## src/rtl/mem_bus_arbiter.sv

```systemverilog
// mem_bus_arbiter: shares one single-port memory bus between instruction fetch
// (IF) and the MEM-stage load/store port. One transaction runs at a time. Each
// grant ends in a single DONE cycle that carries the requester's ack and data.
// A WAIT that gets no bus_ack_i for TIMEOUT cycles is aborted with bus_err_o.
module mem_bus_arbiter #(
    parameter int DATA_W  = 32,
    parameter int TIMEOUT = 15
) (
    input  logic                clk,
    input  logic                rst,
    input  logic                if_req_i,
    input  logic [DATA_W-1:0]   if_addr_i,
    output logic [DATA_W-1:0]   if_rdata_o,
    output logic                if_ack_o,
    input  logic                mem_ce_i,
    input  logic                mem_we_i,
    input  logic [DATA_W-1:0]   mem_addr_i,
    input  logic [DATA_W/8-1:0] mem_sel_i,
    input  logic [DATA_W-1:0]   mem_wdata_i,
    output logic [DATA_W-1:0]   mem_rdata_o,
    output logic                mem_ack_o,
    output logic                bus_cyc_o,
    output logic                bus_we_o,
    output logic [DATA_W-1:0]   bus_addr_o,
    output logic [DATA_W/8-1:0] bus_sel_o,
    output logic [DATA_W-1:0]   bus_wdata_o,
    input  logic [DATA_W-1:0]   bus_rdata_i,
    input  logic                bus_ack_i,
    output logic                stallreq_o,
    output logic                bus_err_o
);

    localparam int             SEL_W       = DATA_W / 8;
    localparam logic [7:0]     TIMEOUT_CNT = 8'(TIMEOUT);

    typedef enum logic [1:0] {
        IDLE     = 2'd0,
        MEM_WAIT = 2'd1,
        IF_WAIT  = 2'd2,
        DONE     = 2'd3
    } state_t;

    typedef enum logic {
        GRANT_IF  = 1'b0,
        GRANT_MEM = 1'b1
    } grant_t;

    // Registered state and outputs
    state_t              r_state;
    grant_t              r_last_grant;
    logic [7:0]          r_cnt;
    logic                r_bus_cyc;
    logic                r_bus_we;
    logic [DATA_W-1:0]   r_bus_addr;
    logic [SEL_W-1:0]    r_bus_sel;
    logic [DATA_W-1:0]   r_bus_wdata;
    logic [DATA_W-1:0]   r_if_rdata;
    logic                r_if_ack;
    logic [DATA_W-1:0]   r_mem_rdata;
    logic                r_mem_ack;
    logic                r_bus_err;

    // Next-state values
    state_t              w_state_next;
    grant_t              w_last_grant_next;
    logic [7:0]          w_cnt_next;
    logic                w_bus_cyc_next;
    logic                w_bus_we_next;
    logic [DATA_W-1:0]   w_bus_addr_next;
    logic [SEL_W-1:0]    w_bus_sel_next;
    logic [DATA_W-1:0]   w_bus_wdata_next;
    logic [DATA_W-1:0]   w_if_rdata_next;
    logic                w_if_ack_next;
    logic [DATA_W-1:0]   w_mem_rdata_next;
    logic                w_mem_ack_next;
    logic                w_bus_err_next;

    // MEM wins in IDLE when it is the only requester or when IF was served last
    logic                w_grant_mem;
    logic [7:0]          w_cnt_inc;
    logic                w_wait_end;

    assign w_grant_mem = mem_ce_i & (~if_req_i | (r_last_grant == GRANT_IF));
    assign w_cnt_inc   = r_cnt + 8'd1;
    assign w_wait_end  = bus_ack_i | (w_cnt_inc == TIMEOUT_CNT);

    // Next-state and next-output logic for the arbitration FSM
    always_comb begin
        // NOTE: every signal gets a default before the case so no path infers a latch
        w_state_next      = r_state;
        w_last_grant_next = r_last_grant;
        w_cnt_next        = r_cnt;
        w_bus_cyc_next    = r_bus_cyc;
        w_bus_we_next     = r_bus_we;
        w_bus_addr_next   = r_bus_addr;
        w_bus_sel_next    = r_bus_sel;
        w_bus_wdata_next  = r_bus_wdata;
        w_if_rdata_next   = '0;
        w_if_ack_next     = 1'b0;
        w_mem_rdata_next  = '0;
        w_mem_ack_next    = 1'b0;
        w_bus_err_next    = 1'b0;

        unique case (r_state)
            IDLE: begin
                if (w_grant_mem) begin
                    w_state_next      = MEM_WAIT;
                    w_last_grant_next = GRANT_MEM;
                    w_cnt_next        = '0;
                    w_bus_cyc_next    = 1'b1;
                    w_bus_we_next     = mem_we_i;
                    w_bus_addr_next   = mem_addr_i;
                    w_bus_sel_next    = mem_sel_i;
                    w_bus_wdata_next  = mem_wdata_i;
                end else if (if_req_i) begin
                    w_state_next      = IF_WAIT;
                    w_last_grant_next = GRANT_IF;
                    w_cnt_next        = '0;
                    w_bus_cyc_next    = 1'b1;
                    w_bus_we_next     = 1'b0;
                    w_bus_addr_next   = if_addr_i;
                    w_bus_sel_next    = '1;
                    w_bus_wdata_next  = '0;
                end
            end

            MEM_WAIT, IF_WAIT: begin
                if (w_wait_end) begin
                    // A real ack wins over a timeout landing on the same cycle
                    w_state_next     = DONE;
                    w_cnt_next       = '0;
                    w_bus_cyc_next   = 1'b0;
                    w_bus_we_next    = 1'b0;
                    w_bus_addr_next  = '0;
                    w_bus_sel_next   = '0;
                    w_bus_wdata_next = '0;
                    w_bus_err_next   = ~bus_ack_i;
                    if (r_state == MEM_WAIT) begin
                        w_mem_ack_next   = 1'b1;
                        w_mem_rdata_next = bus_ack_i ? bus_rdata_i : '0;
                    end else begin
                        w_if_ack_next    = 1'b1;
                        w_if_rdata_next  = bus_ack_i ? bus_rdata_i : '0;
                    end
                end else begin
                    w_cnt_next = w_cnt_inc;
                end
            end

            DONE: begin
                w_state_next = IDLE;
            end

            default: begin
                w_state_next = IDLE;
            end
        endcase
    end

    // State and output registers; reset abandons any transaction in flight
    always_ff @(posedge clk or negedge rst) begin
        if (!rst) begin
            r_state      <= IDLE;
            r_last_grant <= GRANT_IF;
            r_cnt        <= '0;
            r_bus_cyc    <= 1'b0;
            r_bus_we     <= 1'b0;
            r_bus_addr   <= '0;
            r_bus_sel    <= '0;
            r_bus_wdata  <= '0;
            r_if_rdata   <= '0;
            r_if_ack     <= 1'b0;
            r_mem_rdata  <= '0;
            r_mem_ack    <= 1'b0;
            r_bus_err    <= 1'b0;
        end else begin
            // NOTE: non-blocking assignments so every register samples pre-edge values
            r_state      <= w_state_next;
            r_last_grant <= w_last_grant_next;
            r_cnt        <= w_cnt_next;
            r_bus_cyc    <= w_bus_cyc_next;
            r_bus_we     <= w_bus_we_next;
            r_bus_addr   <= w_bus_addr_next;
            r_bus_sel    <= w_bus_sel_next;
            r_bus_wdata  <= w_bus_wdata_next;
            r_if_rdata   <= w_if_rdata_next;
            r_if_ack     <= w_if_ack_next;
            r_mem_rdata  <= w_mem_rdata_next;
            r_mem_ack    <= w_mem_ack_next;
            r_bus_err    <= w_bus_err_next;
        end
    end

    assign bus_cyc_o   = r_bus_cyc;
    assign bus_we_o    = r_bus_we;
    assign bus_addr_o  = r_bus_addr;
    assign bus_sel_o   = r_bus_sel;
    assign bus_wdata_o = r_bus_wdata;
    assign if_rdata_o  = r_if_rdata;
    assign if_ack_o    = r_if_ack;
    assign mem_rdata_o = r_mem_rdata;
    assign mem_ack_o   = r_mem_ack;
    assign bus_err_o   = r_bus_err;

    // Stall drops in the ack cycle so the pipeline advances on that edge
    assign stallreq_o = (mem_ce_i & ~r_mem_ack) | (if_req_i & ~r_if_ack);

endmodule

```

## config.mk

```make
export PLATFORM = sky130hd
export DESIGN_NAME = mem_bus_arbiter
export DESIGN_NICKNAME = d
export VERILOG_FILES = /design/src/rtl/mem_bus_arbiter.sv
export SDC_FILE = /design/constraint.sdc
export NUM_CORES = 1
export LEC_CHECK = 0
export BUFFER_PORTS_ARGS = -buffer_cell sky130_fd_sc_hd__buf_2
export CAP_MARGIN = 25
export CORE_MARGIN = 5
export CORE_UTILIZATION = 41
export CTS_CLUSTER_DIAMETER = 60
export CTS_CLUSTER_SIZE = 12
export DETAILED_ROUTE_END_ITERATION = 7
export GPL_ROUTABILITY_DRIVEN = 0
export HOLD_SLACK_MARGIN = 0.03
export PLACE_DENSITY_LB_ADDON = 0.05
export SETUP_SLACK_MARGIN = 0.1
export SYNTH_ARGS = -nofsm -noshare
export SYNTH_HDL_FRONTEND = slang
export SYNTH_SLANG_ARGS = --single-unit
```

## constraint.sdc

```tcl
create_clock -name clk -period 2.2 [get_ports clk]
set_clock_uncertainty 0.2 [all_clocks]
set_input_delay 0.11 -clock clk [delete_from_list [all_inputs] [get_ports clk]]
set_output_delay 0.11 -clock clk [all_outputs]
set_load 0.02 [all_outputs]
```

==> results of run 1 <==
==> worst register-to-register path, cell delays in order, from the launching register on <==
cell	delay (ns)
dfrtp_1	0.39
ha_4	0.17
nand3_2	0.07
or2_4	0.27
mux2i_2	0.18
o31ai_4	0.24
nand2_4	0.12
buf_12	0.18
a22o_1	0.26
==> power groups by stage <==
stage          registers, mW  logic [mW]  clock network (mW)
5_1_grt                 3.99        5.53                3.11
4_1_cts                 3.87        5.11                3.00
2_1_floorplan           4.85        1.85                   0
6_report                3.90        5.16                2.92
3_5_place_dp            3.90        4.65                   0
3_3_place_gp            3.90        4.58                   0
==> logic make-up after synthesis <==
group	count (synthesis)
DFF	148
and+or+nand+nor	143
AOI/OAI and AO/OA	95
buffers and inverters	36
muxes	33
adders and majority gates	4
xor gates and xnor gates	2
==> cell usage in the layout (no fill, tap or decap), types with 3 or more instances in the layout <==
master	synthesis	routed
a22o_1	33	33
nand2b_1	4	4
clkinv_4	0	5
mux2i_1	32	31
dlygate4sd3_1	0	142
nor3_1	3	3
buf_2	3	274
inv_1	6	5
clkinv_2	0	3
clkbuf_16	0	19
o2bb2ai_1	37	37
nand2_1	45	44
o21ai_0	8	8
dfrtp_1	148	147
a21oi_1	5	4
bufinv_16	0	3
buf_12	0	6
nor2_1	74	73
buf_4	4	16
==> per-stage QoR <==
stage / util / cells
3_3_place_gp: 0.5517 / 903
4_1_cts: 0.7063 / 1078
5_1_grt: 0.7133 / 1082
3_5_place_dp: 0.5517 / 903
2_1_floorplan: - / 461
6_report: 0.7133 / 1082
==> final timing paths <==
path / startpoint / slack, ns / cells past startpoint / end
max: r_cnt[1]$_DFFE_PN0P_ / 0.006 / 8 / bus_wdata_o[11]$_DFFE_PN0P_
min: mem_wdata_i[8] / 0.25 / 3 / bus_wdata_o[8]$_DFFE_PN0P_
max reg2reg: r_cnt[1]$_DFFE_PN0P_ / 0.006 / 8 / bus_wdata_o[11]$_DFFE_PN0P_
min reg2reg: bus_addr_o[29]$_DFFE_PN0P_ / 0.28 / 1 / bus_addr_o[29]$_DFFE_PN0P_
max in group asynchronous: rst / 0.54 / 4 / bus_wdata_o[25]$_DFFE_PN0P_
min in group asynchronous: rst / 0.52 / 3 / bus_we_o$_DFFE_PN0P_
==> cell type report <==
cell class	instances	area, µm²
clock inverter	12	156.4
sequential	148	3705
tap	176	220.2
fill	950	3826
timing repair buffer	443	3133
clock buffer	20	446.7
multi-input combinational	277	1838
inverter	6	22.52
==> routing by layer <==
layer,part of all wire,GRT usage
met5,0,0
met4,0.039,0.1079
met3,0.098,0.08264
met2,0.49,0.3983
met1,0.38,0.2719
==> what timing repair did <==
action	in CTS	in global routing
gates resized for setup	3	8
pin swaps	3	0
setup buffers	1	2
endpoints found under the setup margin	74	77
hold buffers	142	0
endpoints found under the hold margin	290	0
gates cloned	1	2
==> registers in the layout, indices dropped and copies added (netlist names) <==
signal,flops
r_state,2
if_ack_o,1
bus_err_o,1
r_cnt,8
r_last_grant,1
mem_rdata_o,32
bus_cyc_o,1
mem_ack_o,1
bus_sel_o,4
if_rdata_o,32
bus_we_o,1
bus_wdata_o,32
bus_addr_o,32
==> key figures, run 1 <==
Layout
  – Final instance area: 9522 µm²
  – Nets@finish: 1035
  – Layout cell share with drive strength beyond 1: 0.3830
  – Area growth from synthesis to layout: 68.74%
  – Antenna diode count: 0

Yosys
  – Top-count cell post-synth: dfrtp_1
  – Yosys top cell area share: 0.6563
  – Yosys top cell by area: dfrtp_1
  – Seq/Total Area, Yosys: 0.6563
  – Yosys reg bits: 148
  – Synth Area in Adders: 0.008869
  – Simple-gate share of the synthesized area: 0.1073
  – Post-Syn Nets: 603
  – Gate count of the mapped netlist: 461
  – Synth top cells by count: dfrtp_1 (148), nor2_1 (74), nand2_1 (45)
  – Largest family of logic cells by synthesized area: compound AO/OA/AOI/OAI gates
  – Mapped Area: 5643 µm²
  – Post-synth EDFFs: 0
  – Synth Area in Compound Gates: 0.1379
  – Commonest register cell after synthesis: dfrtp_1
  – Synth Warn #: 0
  – Area contributors post-synth: dfrtp_1 (66%), o2bb2ai_1 (5.7%), mux2i_1 (5.7%), a22o_1 (5.1%), nor2_1 (4.9%)
  – Post-synthesis cell type count: 41
  – Async SR Flop Fraction: 1.000
  – Post-synthesis mux area share: 0.05920
  – Post-Synthesis Mean Instance Area: 12.24 µm²
  – Xor/xnor share of the synthesized area: 0.003104

Place
  – Detailed Place HPWL: 11790 µm
  – Post-DP Area: 7363 µm²
  – Place WS: -0.02474 ns
  – I/O Buffers: 275

Worst setup path
  – Bufs and invs on worst path: 1
  – Crit-path max FO: 26
  – Startpoint types: flop
  – Crit path max-delay family: compound AO/OA/AOI/OAI gates
  – CP required: 2.29 ns
  – Worst path slowest cell: dfrtp_1
  – Crit end category: flop
  – Critical path class: reg -> reg
  – CP max stage delay: 0.39 ns
  – Crit-path cells: ha_4, nand3_2, or2_4, mux2i_2, o31ai_4, nand2_4, buf_12, a22o_1
  – CP arrival: 2.29 ns

CTS
  – TritonCTS Buffers: 17
  – Root Driver: clkbuf_16
  – Clk slew on worst S/H paths: 0.06 ns
  – Worst skew pair latency: 0.41 ns
  – Clock buffer depth: 2
  – CTS tree: done
  – # clock sinks: 148
  – CTS H-tree depth: 4

Floorplan
  – Core Area: 13350 µm²
  – Site Rows: 42
  – Die Y: 127.3 µm
  – Die area: 16210 µm²
  – Ports: 276
  – Die W: 127.3 µm
  – Initial Utilization: 0.4228

Routing
  – Drt drc: 0
  – Via/cell ratio: 4.962
  – Via count: 5369
  – Router iterations before antenna repair: 4
  – Starting DRT DRC Count: 284
  – Routed len/inst: 18.08 µm
  – WL final: 19570 µm
  – Post-route ant nets: 0

Global routing
  – Global-route wire length before repair: 30240 µm
  – Initial antenna violation count: 0
  – Number of global-route vias before repair: 5800
  – Total grt overflow: 0
  – Largest net degree at the start of global routing: 53
  – Total Routing Usage GR: 0.2367

Pwr
  – Sw Share: 0.3893
  – Total power: 11.98 mW
  – Clock power share: 0.243
  – Switching power: 4.664 mW
  – Sequential Power Share: 0.326
  – Leakage power: 5.066 nW
  – Int Power: 7.318 mW
  – Worst vdd ir: 699.7 µV
  – Pwr dens: 1258 nW/µm²
  – Combinational share of power: 0.431

STA
  – Final slew viol count: 0
  – Slew at the pin closest to its max-slew limit: 0.4288 ns
  – Fmax: 0.4558 GHz
  – Minimum clock period: 2.194 ns
  – Setup_tns: 0 ns
  – PnR worst setup slack: 0.005907 ns
  – Final Hold Fails: 0
  – Worst relative slew slack: 0.7115
  – Final setup vio count: 0
  – Crit share post-route: 0.9973
  – Hold slack: 0.2502 ns
  – Unrepaired setup endpoints after global routing: true

Status
  – Status: complete, no violations

Hold path
  – HP Class: in -> reg

Flow run
  – Max capacitance violation total: 0
Note: power is estimated with default switching activity, not from simulation.
==> run 2: changes to the inputs <==
Settings changed: BUFFER_PORTS_ARGS -buffer_cell sky130_fd_sc_hd__buf_2 to -buffer_cell sky130_fd_sc_hd__buf_4, PLACE_DENSITY set to 0.78, PLACE_DENSITY_LB_ADDON 0.05 to unset, RECOVER_POWER set to 100.
==> key figures, run 2 (synthesis gave the netlist of run 1 again) <==
Status
  – Status: finished, violations left
  – Failing checks: capacitance limit, slew limit, setup timing

Routing
  – Post-route ant nets: 0 (unchanged)
  – Routed len/inst: 21.14 µm (+17%)
  – Router iterations before antenna repair: 5 (+1)
  – WL final: 23070 µm (+18%)
  – Drt drc: 0 (unchanged)
  – Via/cell ratio: 5.168 (+4.1%)
  – Via count: 5638 (+5.0%)
  – Starting DRT DRC Count: 379 (+33%)

Hold path
  – HP Class: in -> reg
  – Hold Crit Start: mem_wdata_i[17]

Pwr
  – Total power: 12.07 mW (+0.74%)
  – Pwr dens: 1235 nW/µm² (-1.9%)
  – Worst vdd ir: 769.1 µV (+9.9%)
  – Leakage power: 4.636 nW (-8.5%)

Layout
  – Final Util: 0.7322 (+0.01884)
  – Most common cell after layout, fill and taps aside: buf_4
  – Nets@finish: 1042 (+0.68%)
  – Area growth from synthesis to layout: 73.19%
  – Most frequent cells in the layout: buf_4 (154), dfrtp_1 (147), dlygate4sd3_1 (139), clkbuf_1 (139), nor2_1 (73)
  – Layout cell share with drive strength beyond 1: 0.2453 (-0.1377)
  – Non-Filler Instances: 1091 (+0.83%)

STA
  – Setup_tns: -3.812 ns (-3.812 ns)
  – Crit share post-route: 1.048 (+0.05038)
  – Final Hold Fails: 0 (unchanged)
  – Minimum clock period: 2.305 ns (+0.1108 ns)
  – Unrepaired setup endpoints after global routing: true
  – Slew at the pin closest to its max-slew limit: 1.642 ns (+1.214 ns)
  – PnR worst setup slack: -0.1049 ns (-0.1108 ns)
  – Final slew viol count: 63 (+63)
  – Worst relative slew slack: -0.09492 (-0.8064)
  – Final setup vio count: 68 (+68)
  – Fmax: 0.4339 GHz (-4.8%)

Place
  – I/O Buffers: 275 (unchanged)
  – Placed insts: 903 (unchanged)
  – Place WS: -0.04779 ns (-0.02305 ns)
  – Detailed Place HPWL: 12600 µm (+6.9%)

Global routing
  – Largest net degree at the start of global routing: 64 (+21%)
  – Total grt overflow: 0 (unchanged)
  – Initial antenna violation count: 1 (+1)
  – Global-route wire length before repair: 35000 µm (+16%)
  – Number of global-route vias before repair: 6284 (+8.3%)
  – Total Routing Usage GR: 0.2786 (+0.04191)

CTS
  – Worst skew pair latency: 0.41 ns (about the same)
  – # clock sinks: 148 (unchanged)
  – Root Driver: clkbuf_16
  – TritonCTS Buffers: 17 (unchanged)
  – Clock buffer depth: 2 (unchanged)
  – CTS tree: done
  – CTS H-tree depth: 4 (unchanged)
  – Clk slew on worst S/H paths: 0.07 ns (about the same)

Worst setup path
  – Bufs and invs on worst path: 1 (unchanged)
  – Worst path slowest cell: dfrtp_1
  – Critical path class: reg -> reg
  – Worst r2r src: r_cnt[0]$_DFFE_PN0P_
  – R2r setup slk: -0.10 ns (-0.11 ns)
  – CP max stage delay: 0.40 ns (about the same)
  – CP required: 2.30 ns (about the same)
  – Crit-path max FO: 25 (-3.8%)
  – CP arrival: 2.40 ns (+0.11 ns)
  – Startpoint types: flop
  – Crit-path cells: ha_4, nand3_4, or2_4, mux2i_4, o31ai_4, nand2_4, buf_12, a22o_1
  – Crit path max-delay family: compound AO/OA/AOI/OAI gates
  – Setup crit start: r_cnt[0]$_DFFE_PN0P_
  – Crit end category: flop

Floorplan
  – Die W: 127.3 µm (unchanged)
  – Die Y: 127.3 µm (unchanged)
  – Site Rows: 42 (unchanged)
  – Ports: 276 (unchanged)
  – Initial Utilization: 0.4228 (unchanged)
  – Die area: 16210 µm² (unchanged)
  – Core Area: 13350 µm² (unchanged)

Flow run
  – Max capacitance violation total: 1 (+1)
==> run 2: cell types whose count changed in the layout (fill, tap and decap cells not counted), moves of 4 or more <==
| cell | before | now |
|---|---|---|
| buf_2 | 274 | 0 |
| buf_4 | 16 | 154 |
| buf_6 | 2 | 7 |
| clkbuf_1 | 2 | 139 |
| clkbuf_2 | 0 | 4 |
| clkinv_4 | 5 | 1 |
| inv_6 | 0 | 5 |
==> run 2: layout make-up <==
type / instances / area [µm²]
flip-flops and latches: 148 / 3705
fillers: 928 / 3575
repair buffers: 450 / 3316
multi-input cells: 277 / 1901
clock buffers: 18 / 439.2
well taps: 176 / 220.2
clock inverters: 14 / 165.2
inverters: 6 / 22.52
diodes: 2 / 5.005
==> run 2: where the power goes <==
part           switching [mW]  leakage [nW]  total [mW]  internal [mW]
registers               0.469          2.02        3.98           3.51
clock network            1.24         0.284        2.97           1.74
logic                    3.35          2.33        5.12           1.76
==> run 2: worst register-to-register path: cells and delay by family, from the launching register on <==
family,cells,cell delay (ns)
AO/OA/AOI/OAI,2,0.57
adder cells (fa/ha/maj),1,0.18
buffers and inverters,1,0.18
flip-flops,1,0.40
multiplexers,1,0.20
AND/OR/NAND/NOR,3,0.46
==> run 2: routing by layer <==
layer  up-vias  wire length [µm]  track usage
li1       2488                 -            -
met2       337             11580       0.4881
met4         0               655       0.1047
met1      2760              8195       0.3068
met5         -                 0            0
met3        53              2631       0.1064
==> run 2: per-stage QoR <==
stage          hold slack, ns  area, µm²
6_report               0.2637       9773
5_1_grt                0.2662       9771
4_1_cts               0.05816      10210
3_5_place_dp         -0.06617       8036
3_3_place_gp         -0.07630       8036
2_1_floorplan         -0.3856       5645
==> run 2: final timing paths <==
check,end,depth (start not counted)
hold reg to reg,bus_addr_o[29]$_DFFE_PN0P_,1
hold / removal,bus_wdata_o[17]$_DFFE_PN0P_,3
setup reg to reg,bus_wdata_o[20]$_DFFE_PN0P_,8
min in group asynchronous,mem_rdata_o[26]$_DFF_PN0_,2
setup / recovery,bus_wdata_o[20]$_DFFE_PN0P_,8
max in group asynchronous,r_cnt[2]$_DFFE_PN0P_,2
==> run 2: repair_timing <==
| item | in CTS | in global routing |
|---|---|---|
| hold endpoints to repair | 289 | 0 |
| buffers inserted | 11 | 8 |
| resized for setup | 16 | 18 |
| pin swaps | 7 | 8 |
| hold buffers | 139 | 0 |
| gates cloned | 1 | 1 |
| setup endpoints to repair | 73 | 79 |
